**src/rtl/gbc_mem_pkg.sv**
```systemverilog
// ---------------------------------------------------------------------------
// gbc_mem_pkg
//   Shared definitions for the video/work BRAM access path: address and data
//   widths, the 2-bit requester IDs used to tag in-flight reads, the command
//   record a winning requester places on the BRAM port, and the saturating
//   wait-counter update used for starvation promotion.
// ---------------------------------------------------------------------------
package gbc_mem_pkg;

    localparam int ADDR_W = 15;
    localparam int DATA_W = 8;
    localparam int ID_W   = 2;
    localparam int WAIT_W = 8;   // wide enough for a promotion limit up to 255

    typedef logic [ID_W-1:0] req_id_t;

    localparam req_id_t ID_NONE = 2'd0;
    localparam req_id_t ID_PPU  = 2'd1;
    localparam req_id_t ID_DMA  = 2'd2;
    localparam req_id_t ID_CPU  = 2'd3;

    // One BRAM port access as presented by the arbitration winner.
    typedef struct packed {
        logic              we;
        logic [ADDR_W-1:0] addr;
        logic [DATA_W-1:0] wdata;
    } bram_cmd_t;

    // Consecutive-loss counter: counts cycles spent requesting without a
    // grant, saturates at lim, and restarts whenever the requester is
    // granted or withdraws its request.
    function automatic logic [WAIT_W-1:0] wait_next(
        input logic              req,
        input logic              gnt,
        input logic [WAIT_W-1:0] cur,
        input logic [WAIT_W-1:0] lim
    );
        if (!req || gnt) begin
            return '0;
        end
        if (cur >= lim) begin
            return lim;
        end
        return cur + WAIT_W'(1);
    endfunction

endpackage

```
**src/rtl/arb_tag_pipe.sv**
```systemverilog
// ---------------------------------------------------------------------------
// arb_tag_pipe
//   DEPTH-deep shift register of requester IDs. The arbiter pushes the owner
//   of each granted read (or ID_NONE) every cycle; the ID emerging at the far
//   end lines up with the BRAM read data for that access. An asynchronous
//   reset clears every stage to ID_NONE, which drops any reads in flight.
//
// Ports
//   clk_i   in   1     clock
//   rst_i   in   1     asynchronous active-high reset
//   tag_i   in   2     owner of the access granted this cycle
//   tag_o   out  2     owner whose read data is on the BRAM output now
// ---------------------------------------------------------------------------
module arb_tag_pipe
    import gbc_mem_pkg::*;
#(
    parameter int DEPTH = 1
) (
    input  logic    clk_i,
    input  logic    rst_i,
    input  req_id_t tag_i,
    output req_id_t tag_o
);

    req_id_t stage_q [DEPTH];

    always_ff @(posedge clk_i or posedge rst_i) begin
        if (rst_i) begin
            for (int i = 0; i < DEPTH; i++) begin
                stage_q[i] <= ID_NONE;
            end
        end else begin
            stage_q[0] <= tag_i;
            for (int i = 1; i < DEPTH; i++) begin
                stage_q[i] <= stage_q[i-1];
            end
        end
    end

    assign tag_o = stage_q[DEPTH-1];

endmodule

```
**src/rtl/bram_port_arbiter.sv**
```systemverilog
// ---------------------------------------------------------------------------
// bram_port_arbiter
//   Shares the A port of the 32 KiB video/work BRAM between the PPU fetch
//   unit, the DMA engine (OAM/HDMA) and the CPU bus. One access is granted
//   per cycle. Priority is fixed PPU > DMA > CPU, except that a DMA or CPU
//   requester that has lost MAX_WAIT consecutive cycles is promoted above
//   everyone (promoted DMA ahead of promoted CPU). Read owners are tagged and
//   delayed by RD_LAT so the BRAM output is steered back to the requester
//   that issued the read.
//
// Request handshake (all three requesters):
//   A requester raises <x>_req with addr/we/wdata and holds them stable until
//   it observes <x>_gnt high in the same cycle; that cycle is the access. One
//   access per grant. Dropping req before a grant is legal and abandons the
//   request. Read data comes back as a single-cycle <x>_rvalid RD_LAT cycles
//   after the grant; writes produce no rvalid.
//
// Ports
//   clka, rsta                 clock, asynchronous active-high reset
//   ppu_req/addr -> ppu_gnt    PPU read requests (read-only requester)
//   ppu_rvalid, ppu_rdata      PPU read return
//   dma_req/we/addr/wdata      DMA requests, dma_gnt acceptance
//   dma_rvalid, dma_rdata      DMA read return
//   cpu_req/we/addr/wdata      CPU requests, cpu_gnt acceptance
//   cpu_rvalid, cpu_rdata      CPU read return
//   ena, wea, addra, dina      BRAM A-port command
//   douta                      BRAM A-port read data
// ---------------------------------------------------------------------------
module bram_port_arbiter
    import gbc_mem_pkg::*;
#(
    parameter int RD_LAT   = 1,
    parameter int MAX_WAIT = 7
) (
    input  logic              clka,
    input  logic              rsta,

    input  logic              ppu_req,
    input  logic [ADDR_W-1:0] ppu_addr,
    output logic              ppu_gnt,
    output logic              ppu_rvalid,
    output logic [DATA_W-1:0] ppu_rdata,

    input  logic              dma_req,
    input  logic              dma_we,
    input  logic [ADDR_W-1:0] dma_addr,
    input  logic [DATA_W-1:0] dma_wdata,
    output logic              dma_gnt,
    output logic              dma_rvalid,
    output logic [DATA_W-1:0] dma_rdata,

    input  logic              cpu_req,
    input  logic              cpu_we,
    input  logic [ADDR_W-1:0] cpu_addr,
    input  logic [DATA_W-1:0] cpu_wdata,
    output logic              cpu_gnt,
    output logic              cpu_rvalid,
    output logic [DATA_W-1:0] cpu_rdata,

    output logic              ena,
    output logic              wea,
    output logic [ADDR_W-1:0] addra,
    output logic [DATA_W-1:0] dina,
    input  logic [DATA_W-1:0] douta
);

    localparam logic [WAIT_W-1:0] WAIT_LIM = WAIT_W'(MAX_WAIT);

    // ------------------------------------------------------------------
    // Starvation counters
    // ------------------------------------------------------------------
    logic [WAIT_W-1:0] dma_wait_q, dma_wait_d;
    logic [WAIT_W-1:0] cpu_wait_q, cpu_wait_d;
    logic              dma_promo;
    logic              cpu_promo;

    assign dma_promo = dma_req && (dma_wait_q == WAIT_LIM);
    assign cpu_promo = cpu_req && (cpu_wait_q == WAIT_LIM);

    // ------------------------------------------------------------------
    // Priority select
    // ------------------------------------------------------------------
    req_id_t   win_id;
    bram_cmd_t win_cmd;

    // Nothing is granted while reset is held, even with requests pending,
    // so the BRAM port stays idle until the arbiter is released.
    always_comb begin
        win_id = ID_NONE;
        if (!rsta) begin
            if (dma_promo) begin
                win_id = ID_DMA;
            end else if (cpu_promo) begin
                win_id = ID_CPU;
            end else if (ppu_req) begin
                win_id = ID_PPU;
            end else if (dma_req) begin
                win_id = ID_DMA;
            end else if (cpu_req) begin
                win_id = ID_CPU;
            end
        end
    end

    always_comb begin
        win_cmd = '0;
        case (win_id)
            ID_PPU: begin
                win_cmd.we    = 1'b0;
                win_cmd.addr  = ppu_addr;
                win_cmd.wdata = '0;
            end
            ID_DMA: begin
                win_cmd.we    = dma_we;
                win_cmd.addr  = dma_addr;
                win_cmd.wdata = dma_wdata;
            end
            ID_CPU: begin
                win_cmd.we    = cpu_we;
                win_cmd.addr  = cpu_addr;
                win_cmd.wdata = cpu_wdata;
            end
            default: begin
                win_cmd = '0;
            end
        endcase
    end

    assign ppu_gnt = (win_id == ID_PPU);
    assign dma_gnt = (win_id == ID_DMA);
    assign cpu_gnt = (win_id == ID_CPU);

    assign ena   = (win_id != ID_NONE);
    assign wea   = win_cmd.we;
    assign addra = win_cmd.addr;
    assign dina  = win_cmd.wdata;

    // ------------------------------------------------------------------
    // Counter registers
    // ------------------------------------------------------------------
    assign dma_wait_d = wait_next(dma_req, dma_gnt, dma_wait_q, WAIT_LIM);
    assign cpu_wait_d = wait_next(cpu_req, cpu_gnt, cpu_wait_q, WAIT_LIM);

    always_ff @(posedge clka or posedge rsta) begin
        if (rsta) begin
            dma_wait_q <= '0;
            cpu_wait_q <= '0;
        end else begin
            dma_wait_q <= dma_wait_d;
            cpu_wait_q <= cpu_wait_d;
        end
    end

    // ------------------------------------------------------------------
    // Read return routing
    // ------------------------------------------------------------------
    // Only reads carry an owner into the pipe; writes and idle cycles push
    // ID_NONE so they never produce an rvalid.
    req_id_t rd_tag;
    req_id_t ret_tag;

    assign rd_tag = (ena && !win_cmd.we) ? win_id : ID_NONE;

    arb_tag_pipe #(
        .DEPTH (RD_LAT)
    ) u_tag_pipe (
        .clk_i (clka),
        .rst_i (rsta),
        .tag_i (rd_tag),
        .tag_o (ret_tag)
    );

    assign ppu_rvalid = (ret_tag == ID_PPU);
    assign dma_rvalid = (ret_tag == ID_DMA);
    assign cpu_rvalid = (ret_tag == ID_CPU);

    // Read data is zeroed when not valid so the idle and reset values are
    // deterministic rather than whatever the BRAM output happens to hold.
    assign ppu_rdata = ppu_rvalid ? douta : '0;
    assign dma_rdata = dma_rvalid ? douta : '0;
    assign cpu_rdata = cpu_rvalid ? douta : '0;

endmodule
```
**config.mk**
```make
export PLATFORM = sky130hd
export DESIGN_NAME = bram_port_arbiter
export DESIGN_NICKNAME = d
export VERILOG_FILES = /design/src/rtl/gbc_mem_pkg.sv /design/src/rtl/arb_tag_pipe.sv /design/src/rtl/bram_port_arbiter.sv
export SDC_FILE = /design/constraint.sdc
export NUM_CORES = 1
export LEC_CHECK = 0
export CAP_MARGIN = 20
export CORE_MARGIN = 8
export CORE_UTILIZATION = 30
export CTS_BUF_LIST = sky130_fd_sc_hd__clkbuf_2
export DETAILED_ROUTE_END_ITERATION = 7
export GPL_ROUTABILITY_DRIVEN = 0
export GPL_TIMING_DRIVEN = 0
export PLACE_DENSITY = 0.81
export SLEW_MARGIN = 20
export SYNTH_ARGS = -nofsm -noshare
export SYNTH_HDL_FRONTEND = slang
export SYNTH_HIERARCHICAL = 1
export SYNTH_SLANG_ARGS = --single-unit
```
**constraint.sdc**
```tcl
create_clock -name clka -period 2.8 [get_ports clka]
set_input_delay 0.84 -clock clka [delete_from_list [all_inputs] [get_ports clka]]
set_output_delay 0.84 -clock clka [all_outputs]
set_load 0.05 [all_outputs]
```
==> results.json <==
{
  "ant_nets": 0,
  "min_period_over_period": 1.12,
  "final.setup_skew_ns": 0.00558,
  "synthesis.area_mm2": 0.00152,
  "power_density_mw_per_mm2": 281,
  "violations": "negative setup slack",
  "clkTransAtPathRegs_ns": 0.17,
  "cts_hold_buffers": 0,
  "die_y_um": 87.2,
  "cpMostUsedCell": "buf_8",
  "min_path_type": "in2async",
  "post-place-cells": 394,
  "ys.flop_type": "dfrtp_1",
  "placed_area_mm2": 0.00338,
  "postSynth.asyncResetShare": 1.00,
  "power_mw": 1.15,
  "synth_edf_count": 0,
  "die_area_mm2": 0.00760,
  "rsz0062_at_grt": "yes",
  "required_ns": 1.96,
  "viasPerCell": 5.38,
  "grt_overflow_total": 0,
  "yosysTopAreaCell": "dfrtp_1",
  "grt_pass1_vias": 2507,
  "cts_sinks": 18,
  "core_mm2": 0.00501,
  "power.leakage_nw": 1.62,
  "cts_made_buffers": 3,
  "maxCapViolations": 0,
  "worstPathMaxFanout": 7,
  "grt_use_total": 0.223,
  "cts-root-buf": "clkbuf_2",
  "yosysWarningCount": 6,
  "finalSetupViolCount": 28,
  "synth.avg_cell_area_um2": 8.12,
  "finalMaxSlewViolations": 0,
  "end_kind": "output pin",
  "ir_worst_vdd_uv": 252,
  "final.min_clock_period_ns": 3.13,
  "synth.top_cell.area_share": 0.297,
  "hold_ws_ns": 0.516,
  "worst_pin_slew_ns": 0.573,
  "wirelength_mm": 9.01,
  "cp_slowest_stage_delay_ns": 0.26,
  "grt_max_degree": 18,
  "ys_ff_latch": 18,
  "finalNetCount": 436,
  "ys_seq_area_frac": 0.297,
  "io_buffers": 130,
  "pin_count": 131,
  "cts_tree": "yes",
  "area.growth.synth_to_final_pct": 169,
  "status": "finished, violations left",
  "antenna_found_initial": 0,
  "grt_pass1_wl_mm": 13.0,
  "num_vias": 2298,
  "synth_cells": 187,
  "route.detailed.drc": 0,
  "setup_ws_ns": -0.326,
  "num_rows": 26,
  "hold_viol_final": 0,
  "cp.arrival_ns": 2.29,
  "post_drt_wl_per_cell_um": 21.1,
  "insertion_delay_ns": 0.31,
  "drtIter0Drc": 139,
  "critPathKind": "in2out",
  "netlist-cell-type-count": 35,
  "max_freq_ghz": 0.320,
  "final_area_mm2": 0.00408,
  "initial_utilization": 0.303,
  "synth.area.top_cells": "dfrtp_1, mux2i_1, o22ai_1",
  "post-dp-hpwl_mm": 5.68,
  "htree_levels": 1,
  "cp-start-kind": "primary input",
  "die_x_um": 87.2,
  "crit_slowest_cell": "or2_1",
  "slew_headroom": 0.614,
  "drt_first_pass_iters": 4,
  "final_cells": 427,
  "drive_gt1_frac": 0.493,
  "cts_max_path_buffers": 2,
  "crit_chain": "buf_8 > nor4b_4 > buf_4 > a221oi_4 > or2_1 > buf_8 > buf_12 > o22ai_4 > buf_6",
  "antenna_cells": 0
}
==> flip-flops by register name (all words and copies together) (netlist names) <==
register          count
u_tag_pipe/tag_o      2
cpu_wait_q            8
dma_wait_q            8
==> layout by cell type (no fill, tap or decap), types with 4 or more instances in the layout <==
cell,count
clkdlybuf4s50_1,72
buf_6,26
o22ai_4,24
clkdlybuf4s15_2,24
buf_4,22
dfrtp_1,18
o21ai_2,17
and2_1,17
nand2_1,14
and3_1,9
buf_8,9
clkbuf_2,9
mux2i_2,8
conb_1,8
mux2i_1,7
o21ai_4,6
inv_1,5
a21oi_1,5
nor2_4,4
clkbuf_16,4
o21ai_0,4
==> synth_stat cells, types with 2 or more instances <==
cell	number
o21ai_0	26
o22ai_1	24
dfrtp_1	18
and2_1	17
mux2i_1	15
nand2_1	15
and3_1	10
clkbuf_1	10
nor2_1	8
inv_1	6
a21oi_1	5
a221oi_1	3
buf_2	2
buf_6	2
ha_1	2
nand3_1	2
nand4_1	2
nor2b_1	2
nor3_1	2
==> power breakdown <==
group	internal, mW	switching [mW]
Clock	0.0310	0.0827
Combinational	0.350	0.398
Sequential	0.274	0.0118
Total	0.655	0.493
==> what timing repair did <==
item                                    4_1_cts  5_1_grt
gates resized for setup                     377       18
pin swaps                                    18        8
endpoints found under the setup margin       54       47
cloned                                        4        0
hold endpoints to repair                      0        0
setup buffers                                16        9
==> critical path, delay by kind of cell <==
| kind | cells | cell delay [ns] |
|---|---|---|
| AND/OR/NAND/NOR | 2 | 0.46 |
| buffers and inverters | 5 | 0.74 |
| AO/OA/AOI/OAI | 2 | 0.22 |
==> stage by stage <==
step                worst slack (ns)  setup TNS (ns)  utilization
global placement               -1.77          -52.71        0.674
floorplan                     -0.213           -5.38            -
finish                        -0.326           -8.32        0.814
detailed placement             -1.82          -53.67        0.674
CTS                           -0.296           -7.54        0.792
global route                  -0.392          -10.01        0.814
==> final cells by class <==
cell class | count | area [um^2]
Timing Repair Buffer | 159 | 1690
Multi-Input combinational cell | 154 | 1590
Fill cell | 281 | 931
Sequential cell | 18 | 450
Buffer | 16 | 219
Tap cell | 70 | 87.6
Inverter | 6 | 26.3
Clock buffer | 3 | 15.0
Clock inverter | 1 | 3.75
==> path summary, 6_finish.rpt <==
check	startpoint	endpoint	slack, ns	cells past startpoint
max	cpu_req	addra[3]	-0.33	9
min	rsta	u_tag_pipe/tag_o[0]	0.52	2
max reg2reg	cpu_wait_q[1]	cpu_wait_q[3]	0.56	9
min reg2reg	dma_wait_q[1]	dma_wait_q[3]	0.58	2
max in group asynchronous	rsta	cpu_wait_q[1]	1.85	3
min in group clka	dma_wait_q[1]	dma_wait_q[3]	0.58	2
==> metal layers <==
metal,track usage,part of all wire,up-vias
met1,0.208,0.34,1099
met5,0,0,-
met4,0.100,0.043,0
met3,0.0632,0.077,30
met2,0.435,0.54,133
li1,-,-,1036
==> logic make-up (layout without fill, tap and decap cells) <==
group / after synthesis / after routing / share of synthesized area
AOI/OAI and AO/OA: 68 / 68 / 0.287
adders and majority gates: 2 / 2 / 0.0165
buffers and inverters: 22 / 185 / 0.0708
DFF: 18 / 18 / 0.297
muxes: 15 / 15 / 0.0988
other: 1 / 8 / 0.00247
and+or+nand+nor: 61 / 61 / 0.228
No activity file was read; power rests on OpenSTA's default activity.
